File: src/rtl/ventana_cruz_laplace_if.sv
`default_nettype none
// +------------------------------------------------------------------------+
// | ventana_cruz_laplace_if : pixel-in / cross-window-out handshake bundle  |
// | Revision 1.0                                                           |
// +------------------------------------------------------------------------+
interface ventana_cruz_laplace_if;
   logic [7:0] in_pix;
   logic       in_valid;
   logic       in_sof;
   logic       in_ready;
   logic [7:0] win_b;
   logic [7:0] win_d;
   logic [7:0] win_e;
   logic [7:0] win_f;
   logic [7:0] win_h;
   logic [9:0] win_x;
   logic [9:0] win_y;
   logic       win_last;
   logic       win_valid;
   logic       win_ready;

   modport master (
      output in_pix, in_valid, in_sof, win_ready,
      input  in_ready, win_b, win_d, win_e, win_f, win_h,
             win_x, win_y, win_last, win_valid
   );

   modport slave (
      input  in_pix, in_valid, in_sof, win_ready,
      output in_ready, win_b, win_d, win_e, win_f, win_h,
             win_x, win_y, win_last, win_valid
   );
endinterface
`default_nettype wire

File: src/rtl/ventana_cruz_laplace.sv
`default_nettype none
// +------------------------------------------------------------------------+
// | ventana_cruz_laplace : raster pixels -> 5-point cross window, 1-deep out |
// | Revision 1.0                                                           |
// +------------------------------------------------------------------------+
module ventana_cruz_laplace #(
   parameter int IMG_W = 64,
   parameter int IMG_H = 64
) (
   input  logic                   clk,
   input  logic                   rst,
   ventana_cruz_laplace_if.slave  bus_io
);
   localparam int         AW         = $clog2(IMG_W);
   localparam logic [9:0] c_LAST_COL = 10'(IMG_W - 1);
   localparam logic [9:0] c_LAST_ROW = 10'(IMG_H - 1);
   localparam logic [9:0] c_WIN_MIN  = 10'd2;

   logic [9:0]    col_q, col_d, row_q, row_d;
   logic [7:0]    top_s1_q, mid_s1_q, mid_s2_q, pix_s1_q;
   logic [7:0]    lb_top_q [IMG_W];
   logic [7:0]    lb_mid_q [IMG_W];

   logic [7:0]    win_b_q, win_b_d, win_d_q, win_d_d, win_e_q, win_e_d;
   logic [7:0]    win_f_q, win_f_d, win_h_q, win_h_d;
   logic [9:0]    win_x_q, win_x_d, win_y_q, win_y_d;
   logic          win_last_q, win_last_d, win_valid_q, win_valid_d;

   logic          w_in_ready, w_accept, w_emit;
   logic [9:0]    w_pos_col, w_pos_row;
   logic [AW-1:0] w_addr;
   logic [7:0]    w_top, w_mid;

   assign w_in_ready = ~rst & (~win_valid_q | bus_io.win_ready);
   assign w_accept   = bus_io.in_valid & w_in_ready;

   // in_sof overrides the running counters so the flagged pixel is always (0,0)
   assign w_pos_col = bus_io.in_sof ? 10'd0 : col_q;
   assign w_pos_row = bus_io.in_sof ? 10'd0 : row_q;
   assign w_addr    = w_pos_col[AW-1:0];
   assign w_top     = lb_top_q[w_addr];
   assign w_mid     = lb_mid_q[w_addr];
   assign w_emit    = w_accept && (w_pos_row >= c_WIN_MIN) && (w_pos_col >= c_WIN_MIN);

   always_comb begin
      col_d = col_q;
      row_d = row_q;
      if (w_accept) begin
         if (w_pos_col == c_LAST_COL) begin
            col_d = 10'd0;
            row_d = (w_pos_row == c_LAST_ROW) ? 10'd0 : w_pos_row + 10'd1;
         end else begin
            col_d = w_pos_col + 10'd1;
            row_d = w_pos_row;
         end
      end
   end

   always_comb begin
      win_b_d     = win_b_q;
      win_d_d     = win_d_q;
      win_e_d     = win_e_q;
      win_f_d     = win_f_q;
      win_h_d     = win_h_q;
      win_x_d     = win_x_q;
      win_y_d     = win_y_q;
      win_last_d  = win_last_q;
      win_valid_d = win_valid_q & ~bus_io.win_ready;
      if (w_emit) begin
         win_b_d     = top_s1_q;
         win_d_d     = mid_s2_q;
         win_e_d     = mid_s1_q;
         win_f_d     = w_mid;
         win_h_d     = pix_s1_q;
         win_x_d     = w_pos_col - 10'd1;
         win_y_d     = w_pos_row - 10'd1;
         win_last_d  = (w_pos_row == c_LAST_ROW) && (w_pos_col == c_LAST_COL);
         win_valid_d = 1'b1;
      end
   end

   // Read-before-write: the row leaving lb_mid moves into lb_top at the same address
   always_ff @(posedge clk) begin
      if (w_accept) begin
         lb_top_q[w_addr] <= w_mid;
         lb_mid_q[w_addr] <= bus_io.in_pix;
      end
   end

   always_ff @(posedge clk) begin
      if (rst) begin
         col_q       <= '0;
         row_q       <= '0;
         top_s1_q    <= '0;
         mid_s1_q    <= '0;
         mid_s2_q    <= '0;
         pix_s1_q    <= '0;
         win_b_q     <= '0;
         win_d_q     <= '0;
         win_e_q     <= '0;
         win_f_q     <= '0;
         win_h_q     <= '0;
         win_x_q     <= '0;
         win_y_q     <= '0;
         win_last_q  <= 1'b0;
         win_valid_q <= 1'b0;
      end else begin
         col_q       <= col_d;
         row_q       <= row_d;
         if (w_accept) begin
            top_s1_q <= w_top;
            mid_s2_q <= mid_s1_q;
            mid_s1_q <= w_mid;
            pix_s1_q <= bus_io.in_pix;
         end
         win_b_q     <= win_b_d;
         win_d_q     <= win_d_d;
         win_e_q     <= win_e_d;
         win_f_q     <= win_f_d;
         win_h_q     <= win_h_d;
         win_x_q     <= win_x_d;
         win_y_q     <= win_y_d;
         win_last_q  <= win_last_d;
         win_valid_q <= win_valid_d;
      end
   end

   assign bus_io.in_ready  = w_in_ready;
   assign bus_io.win_b     = win_b_q;
   assign bus_io.win_d     = win_d_q;
   assign bus_io.win_e     = win_e_q;
   assign bus_io.win_f     = win_f_q;
   assign bus_io.win_h     = win_h_q;
   assign bus_io.win_x     = win_x_q;
   assign bus_io.win_y     = win_y_q;
   assign bus_io.win_last  = win_last_q;
   assign bus_io.win_valid = win_valid_q;
endmodule
`default_nettype wire

File: src/flat_wrapper.sv
// flat-port wrapper written by rule: the top's interface ports become plain ports
module ventana_cruz_laplace_flat 
#(
   parameter int IMG_W = 64,
   parameter int IMG_H = 64
)
  (clk, rst, bus_io_in_pix, bus_io_in_valid, bus_io_in_sof, bus_io_win_ready, bus_io_in_ready, bus_io_win_b, bus_io_win_d, bus_io_win_e, bus_io_win_f, bus_io_win_h, bus_io_win_x, bus_io_win_y, bus_io_win_last, bus_io_win_valid);
  ventana_cruz_laplace_if bus_io_i ();
  input  logic clk;
  input  logic rst;
  input wire logic [$bits(bus_io_i.in_pix)-1:0] bus_io_in_pix;
  input wire logic [$bits(bus_io_i.in_valid)-1:0] bus_io_in_valid;
  input wire logic [$bits(bus_io_i.in_sof)-1:0] bus_io_in_sof;
  input wire logic [$bits(bus_io_i.win_ready)-1:0] bus_io_win_ready;
  output wire logic [$bits(bus_io_i.in_ready)-1:0] bus_io_in_ready;
  output wire logic [$bits(bus_io_i.win_b)-1:0] bus_io_win_b;
  output wire logic [$bits(bus_io_i.win_d)-1:0] bus_io_win_d;
  output wire logic [$bits(bus_io_i.win_e)-1:0] bus_io_win_e;
  output wire logic [$bits(bus_io_i.win_f)-1:0] bus_io_win_f;
  output wire logic [$bits(bus_io_i.win_h)-1:0] bus_io_win_h;
  output wire logic [$bits(bus_io_i.win_x)-1:0] bus_io_win_x;
  output wire logic [$bits(bus_io_i.win_y)-1:0] bus_io_win_y;
  output wire logic [$bits(bus_io_i.win_last)-1:0] bus_io_win_last;
  output wire logic [$bits(bus_io_i.win_valid)-1:0] bus_io_win_valid;
  assign bus_io_i.in_pix = bus_io_in_pix;
  assign bus_io_i.in_valid = bus_io_in_valid;
  assign bus_io_i.in_sof = bus_io_in_sof;
  assign bus_io_i.win_ready = bus_io_win_ready;
  assign bus_io_in_ready = bus_io_i.in_ready;
  assign bus_io_win_b = bus_io_i.win_b;
  assign bus_io_win_d = bus_io_i.win_d;
  assign bus_io_win_e = bus_io_i.win_e;
  assign bus_io_win_f = bus_io_i.win_f;
  assign bus_io_win_h = bus_io_i.win_h;
  assign bus_io_win_x = bus_io_i.win_x;
  assign bus_io_win_y = bus_io_i.win_y;
  assign bus_io_win_last = bus_io_i.win_last;
  assign bus_io_win_valid = bus_io_i.win_valid;
  ventana_cruz_laplace #(.IMG_W(IMG_W), .IMG_H(IMG_H)) u_core (.clk(clk), .rst(rst), .bus_io(bus_io_i));
endmodule
File: config.mk
export PLATFORM = sky130hd
export DESIGN_NAME = ventana_cruz_laplace_flat
export DESIGN_NICKNAME = d
export VERILOG_FILES = /design/src/rtl/ventana_cruz_laplace_if.sv /design/src/rtl/ventana_cruz_laplace.sv /design/src/flat_wrapper.sv
export SDC_FILE = /design/constraint.sdc
export NUM_CORES = 1
export LEC_CHECK = 0
export CORE_AREA = 2 2 271 273
export DETAILED_ROUTE_END_ITERATION = 16
export DIE_AREA = 0 0 273 275
export DONT_BUFFER_PORTS = 1
export GPL_ROUTABILITY_DRIVEN = 1
export PLACE_DENSITY = 0.75
export SYNTH_ARGS = -nofsm -noshare
export SYNTH_HDL_FRONTEND = slang
export SYNTH_SLANG_ARGS = --single-unit
File: constraint.sdc
create_clock -name clk -period 3.91 [get_ports clk]
set_input_delay 0.391 -clock clk [delete_from_list [all_inputs] [get_ports clk]]
set_output_delay 0.391 -clock clk [all_outputs]
set_load 0.01 [all_outputs]
==> metrics.txt, run 1 <==
status=finished clean; Yosys cell types=92; CTS Buf Count=109; initial antenna violation count=2; Worst R2R End=u_core.lb_top_q[19][5]; commonest non-fill, non-tap cell in the layout=edfxtp_1; Hold Crit Class=input pin to flop; CTS Root Cell=clkbuf_16; Max Clk Rate=0.259 GHz; fillcell total=4603; total number of vias=30000; pin count of the biggest net entering global routing=127; pre-CTS setup slack=0.0882 ns; Final setup violation count=0; crit end category=flop; Final #Nets=3161; Routed Antenna Nets=0; minimum clock period=3.86 ns; FF-to-FF setup slack=0.05 ns; Reg area=0.0330 sq mm; worst min-delay path endpoint=u_core.row_q[6]; RSZ-0062 raised after global routing=false; critical path launch point type=flop; vias in the first global route=28500; maximum clock path buffer count=3; crit-path max FO=32; ys async rst share=0%; Starting Density=62.5%; Power Dens Cells=476 mW/mm^2; Crit path required time=4.42 ns; drt initial violations=4993; Mapped Area=0.0452 sq mm; final hold slack=0.0441 ns; drt wl/cell=34.6 um; Vias/cell=7.17; Site Rows=99; Post-Route WL=145000 um; fin crit share=98.7%; Least-Margin Pin Slew=1.27 ns; post-synthesis cell count=2920; first-pass iteration count of the detailed router=6; Chip Height=275 um; Util after Layout=71.3%; Multi-input gate area=0.0109 sq mm; GRT Overall Usage=38.7%; IO Count=76; Hold Vio Cnt, Final=0; first-pass GRT wire length=205000 um; Syn. warnings=0; chip width=273 um; htree depth=3; Worst Setup Slack, final=0.0492 ns; critical path class=flop to flop; worst vdd ir=0.446 mV; number of synthesized flops with an enable pin=1024; Die ar.=0.0751 sq mm; drt drc=0; worst-skew pair later-pin latency=0.69 ns; LEAKAGE=16.5 nW; core area=0.0723 sq mm; hold path startpoint=bus_io_in_sof; register area share after synthesis=73.0%; Layout Skew=0.0396 ns; Hold Crit Depth=3; post-route setup TNS=0 ns; slew margin rel.=14.9%; share of cells above drive strength 1=18.0%; GPL Wtd Cong=1.01; Worst EP arrival=4.37 ns; Most used DFF post-synth=edfxtp_1; Worst-path clk slew=0.06 ns; Syn Nets=2939; max-cap viol count=0; R2R cell count=10; grt total ovfl=0; clk sinks=1138; synthesis-to-layout area growth=14.0%; Post-CTS Setup Inserts=0; most frequent cells in the layout=edfxtp_1 (1024), buf_4 (281), mux2i_1 (229), nand2_1 (197), nor2_1 (165); CTS tree=done; Mapped Avg Cell Area=15.5 sq um; DP HPWL=92000 um; Port Buffers=0; worst flop-to-flop path startpoint=u_core.col_q[1]; Final Max Tran Viols=0; register bit count reported by yosys=1138
cell usage after synthesis (8+ instances only):
| master | instances | share of area, % |
|---|---|---|
| mux2_2 | 27 | 0.67 |
| nor2b_1 | 12 | 0.17 |
| a32oi_1 | 32 | 0.62 |
| a22o_1 | 25 | 0.48 |
| nand2_1 | 199 | 1.7 |
| clkbuf_1 | 73 | 0.61 |
| mux2i_1 | 229 | 5.1 |
| a22oi_1 | 80 | 1.3 |
| o21ai_1 | 11 | 0.12 |
| o22ai_1 | 94 | 1.3 |
| a2111oi_0 | 9 | 0.17 |
| a221o_1 | 8 | 0.18 |
| nand3_1 | 48 | 0.53 |
| edfxtp_1 | 1024 | 68 |
| a211oi_1 | 52 | 0.86 |
| o221ai_1 | 30 | 0.58 |
| a311oi_1 | 13 | 0.25 |
| buf_4 | 21 | 0.35 |
| dfxtp_1 | 114 | 5.0 |
| a31oi_1 | 23 | 0.32 |
| mux4_2 | 23 | 1.1 |
| buf_6 | 39 | 0.97 |
| buf_2 | 66 | 0.73 |
| nor3_1 | 21 | 0.23 |
| nor2_1 | 167 | 1.4 |
| o21ai_0 | 90 | 1.0 |
| o211ai_1 | 19 | 0.32 |
| a221oi_1 | 26 | 0.50 |
| a21oi_1 | 149 | 1.6 |
| inv_1 | 16 | 0.13 |
report_power, final:
part	internal (mW)	switching, mW
sequential	13.3	0.0358
clock	5.69	4.45
combinational	0.313	0.710
routing by layer:
metal  wire (um)  global-route usage (%)
met4        8160                    18.9
met5          34                       0
met2       63700                    57.0
met1       51500                    52.3
met3       21300                    12.6
worst max path at each step:
| stage | from | end | slack, ns | depth (start not counted) |
|---|---|---|---|---|
| after floorplan | bus_io_in_sof | u_core.lb_top_q[0][7] | 1.01 | 10 |
| after global placement | u_core.col_q[2] | u_core.lb_top_q[46][3] | 0.15 | 8 |
| after detailed placement | u_core.col_q[2] | u_core.lb_top_q[40][3] | 0.09 | 8 |
| after CTS | u_core.col_q[2] | u_core.lb_top_q[33][3] | 0.07 | 8 |
| after global routing | u_core.col_q[2] | u_core.lb_top_q[44][3] | 0.09 | 8 |
| final | u_core.col_q[1] | u_core.lb_top_q[19][5] | 0.05 | 10 |
sequential cells by signal (all words and copies together), names as in the netlist, 10 cells and up:
name,cells
u_core.col_q,10
u_core.lb_mid_q,512
u_core.bus_io.win_y,10
u_core.row_q,10
u_core.bus_io.win_x,10
u_core.lb_top_q,512
through the flow:
step	total power [mW]	instances	cell area, sq um
after floorplan	14.1	2920	45200
after global placement	14.4	3979	47900
after detailed placement	14.4	3979	47900
after CTS	24.5	4185	51500
after global routing	25.0	4185	51500
final	24.5	4186	51500
cell families after synthesis:
logic type	count (synthesis)	share of synthesized area [%]
AND/OR/NAND/NOR	528	5.45
flip-flops	1138	73.0
buffers and inverters	229	3.01
adder cells (fa/ha/maj)	6	0.166
multiplexers	286	7.07
XOR/XNOR	7	0.136
AO/OA/AOI/OAI	726	11.1
area by class of cell:
type,count,share of cell area (%)
flip-flops and latches,1138,64.1
multi-input cells,1553,21.1
clock buffers,137,5.76
inverters,21,0.153
diodes,1,0.00485
clock inverters,58,0.840
repair buffers,319,5.66
well taps,959,2.33
worst max-delay path: stages, from the launching register on:
cell and delay, ns:
dfxtp_4 0.73, buf_12 0.27, buf_4 0.28, nor4bb_2 0.77, buf_4 0.36, a21oi_1 0.12, a31oi_1 0.38, or3_1 0.20
nor4_2 0.09, inv_2 0.22, buf_12 0.22
what timing repair did:
| item | 4_1_cts | 5_1_grt |
|---|---|---|
| hold buffers | 11 | 0 |
| hold endpoints to repair | 601 | 0 |
| gates resized for setup | 0 | 1 |
| endpoints found under the setup margin | 0 | 64 |
(Power assumes the default switching activity.)
==> run 2: changes to the inputs <==
--- a/config.mk
+++ b/config.mk
@@ -11,6 +11,8 @@
 export DONT_BUFFER_PORTS = 1
 export GPL_ROUTABILITY_DRIVEN = 1
 export PLACE_DENSITY = 0.75
+export RECOVER_POWER = 50
+export SLEW_MARGIN = 20
 export SYNTH_ARGS = -nofsm -noshare
 export SYNTH_HDL_FRONTEND = slang
 export SYNTH_SLANG_ARGS = --single-unit
==> run 2 against run 1 <==
The run now ends with max-capacitance violations, max-slew violations, negative setup slack left. Clock skew increased by 0.0029 ns. Register-to-register slack got worse by 0.06 ns. Die area is the same. Largest cell class unchanged. Sequential share of layout area rose by 0.56 points. Global-route usage is the same. Non-clock buffer count unchanged. Via count fell by 0.16%. Worst hold slack improved by 0.020 ns. Count of clock-buffer cells in the layout stayed put. Wire length decreased by 0.17%. Final cell count barely moved. Critical path depth shrank 1.
==> metrics.txt, run 2 (synthesis results as in run 1) <==
status=finished, violations left (was finished clean); failing checks=max-capacitance violations, max-slew violations, negative setup slack; vias in the first global route=28500 (unchanged); first-pass GRT wire length=205000 um (unchanged); Starting Density=62.5% (unchanged); Crit path max-delay family=buffers and inverters (unchanged); Max Clk Rate=0.255 GHz (was 0.259 GHz); CP dominant cell by count=buf_12; chip width=273 um (unchanged); LEAKAGE=16.2 nW (was 16.5 nW); hold path startpoint=bus_io_in_sof (unchanged); Worst R2R End=u_core.lb_top_q[26][5] (was u_core.lb_top_q[19][5]); worst vdd ir=0.447 mV (was 0.446 mV); worst flop-to-flop path startpoint=u_core.col_q[1] (unchanged); Power Dens Cells=479 mW/mm^2 (was 476 mW/mm^2); Final Max Tran Viols=528 (was 0); slew margin rel.=-164% (was 14.9%); placed cell areas=0.0479 sq mm (unchanged); htree depth=3 (unchanged); critical path class=flop to flop (unchanged); initial antenna violation count=2 (unchanged); Worst EP arrival=4.42 ns (was 4.37 ns); core area=0.0723 sq mm (unchanged); pin count of the biggest net entering global routing=127 (unchanged); total number of vias=30000 (about the same); FF-to-FF setup slack=-0.01 ns (was 0.05 ns); top flop regs=u_core.lb_mid_q (512), u_core.lb_top_q (512) (unchanged); critical path launch point type=flop (unchanged); Worst-path clk slew=0.06 ns (about the same); Crit path required time=4.41 ns (was 4.42 ns); crit end category=flop (unchanged); CTS Buf Count=109 (unchanged); Least-Margin Pin Slew=3.96 ns (was 1.27 ns); CTS Root Cell=clkbuf_16 (unchanged); RSZ-0062 raised after global routing=false (unchanged); worst-skew pair later-pin latency=0.70 ns (was 0.69 ns); crit-path max FO=32 (unchanged); drt drc=0 (unchanged); Layout Skew=0.0426 ns (was 0.0396 ns); synthesis-to-layout area growth=13.0% (was 14.0%); maximum clock path buffer count=3 (unchanged); fin crit share=100% (was 98.7%); share of cells above drive strength 1=16.2% (was 18.0%); R2R cell count=9 (was 10); Critical Path, Cell by Cell=buf_12 -> nand2_1 -> nor2_1 -> clkbuf_1 -> a21oi_1 -> a31oi_1 -> nor4_2 -> inv_2 -> buf_12 (was buf_12 -> buf_4 -> nor4bb_2 -> buf_4 -> a21oi_1 -> a31oi_1 -> or3_1 -> nor4_2 -> inv_2 -> buf_12); Hold Crit Class=input pin to flop (unchanged); CTS tree=done (unchanged); Post-CTS Setup Inserts=0 (unchanged); commonest non-fill, non-tap cell in the layout=edfxtp_1 (unchanged); ANT cells=0 (was 1); worst min-delay path endpoint=u_core.row_q[6] (unchanged); Hold Vio Cnt, Final=0 (unchanged); DP HPWL=92000 um (unchanged); fin area=0.0511 sq mm (was 0.0515 sq mm); Routed Antenna Nets=0 (unchanged); Chip Height=275 um (unchanged); Vias/cell=7.16 (was 7.17); clk sinks=1138 (unchanged); Max stage delay on crit path=0.75 ns (was 0.77 ns); drt wl/cell=34.5 um (was 34.6 um); Site Rows=99 (unchanged); GPL Wtd Cong=1.01 (unchanged); max-cap viol count=8 (was 0); critical path's slowest cell=dfxtp_4 (was nor4bb_2); final hold slack=0.0645 ns (was 0.0441 ns); Hold Crit Depth=3 (unchanged); pre-CTS setup slack=0.0882 ns (unchanged); IO Count=76 (unchanged); Die ar.=0.0751 sq mm (unchanged); Final #Nets=3161 (unchanged); drt initial violations=4887 (was 4993); Worst Setup Slack, final=-0.00981 ns (was 0.0492 ns); first-pass iteration count of the detailed router=6 (unchanged); Worst path depth=9 (was 10); grt total ovfl=0 (unchanged); Buf/Inv on CP=4 (was 5); Post-Route WL=145000 um (about the same); GRT Overall Usage=38.7% (unchanged); most frequent cells in the layout=edfxtp_1 (1024), mux2i_1 (229), buf_4 (217), nand2_1 (198), nor2_1 (166) (was edfxtp_1 (1024), buf_4 (281), mux2i_1 (229), nand2_1 (197), nor2_1 (165)); Port Buffers=0 (unchanged); Final setup violation count=34 (was 0); minimum clock period=3.92 ns (was 3.86 ns)
-- run 2: cell types whose count changed in the layout (fill, tap and decap cells not counted), moves of 3 or more --
cell	previous run	this run
buf_12	27	24
buf_16	9	1
buf_2	0	4
buf_4	281	217
clkbuf_1	21	77
clkbuf_2	0	13
-- run 2: what timing repair did --
action,CTS,global route
gates resized for setup,0,1
setup endpoints to repair,0,64
endpoints found under the hold margin,601,0
hold buffers,11,0
-- run 2: area by class of cell --
| type | instances | area [sq um] |
|---|---|---|
| Clock buffer | 137 | 2970 |
| Tap cell | 959 | 1200 |
| Inverter | 21 | 78.8 |
| Fill cell | 4699 | 21200 |
| Sequential cell | 1138 | 33000 |
| Timing Repair Buffer | 319 | 2470 |
| Clock inverter | 58 | 433 |
| Multi-Input combinational cell | 1553 | 10900 |
-- run 2: worst min-delay path, stage by stage --
cell	delay, ns
o21ai_0	0.11
nand2_1	0.08
a21oi_1	0.05
-- run 2: metal layers --
layer  global-route usage (%)  vias to the layer above  routed length (um)
met3                     12.6                      460               22000
met2                     57.0                     2625               62900
met4                     18.9                        6                8790
li1                         -                    12000                   -
met5                        0                        -                 106
met1                     52.3                    14800               50800
-- run 2: report_power, final --
part | internal (mW) | total [mW] | switching, mW
sequential | 13.3 | 13.4 | 0.0359
clock | 5.69 | 10.1 | 4.44
combinational | 0.289 | 1.00 | 0.711
-- run 2: per-stage QoR --
| stage | power [mW] | utilization, % | instances | TNS, ns |
|---|---|---|---|---|
| finish | 24.5 | 70.6 | 4185 | -0.176 |
| global route | 25.0 | 70.6 | 4185 | 0 |
| CTS | 24.5 | 71.2 | 4185 | 0 |
| detailed placement | 14.4 | 66.2 | 3979 | 0 |
| global placement | 14.4 | 66.2 | 3979 | 0 |
| floorplan | 14.1 | - | 2920 | 0 |
-- run 2: how the worst max path moves through the flow --
stage	start	end	slack, ns
global placement	u_core.col_q[2]	u_core.lb_top_q[46][3]	0.15
finish	u_core.col_q[1]	u_core.lb_top_q[26][5]	-0.01
CTS	u_core.col_q[2]	u_core.lb_top_q[33][3]	0.07
floorplan	bus_io_in_sof	u_core.lb_top_q[0][7]	1.01
detailed placement	u_core.col_q[2]	u_core.lb_top_q[40][3]	0.09
global route	u_core.col_q[1]	u_core.lb_top_q[43][2]	0.04
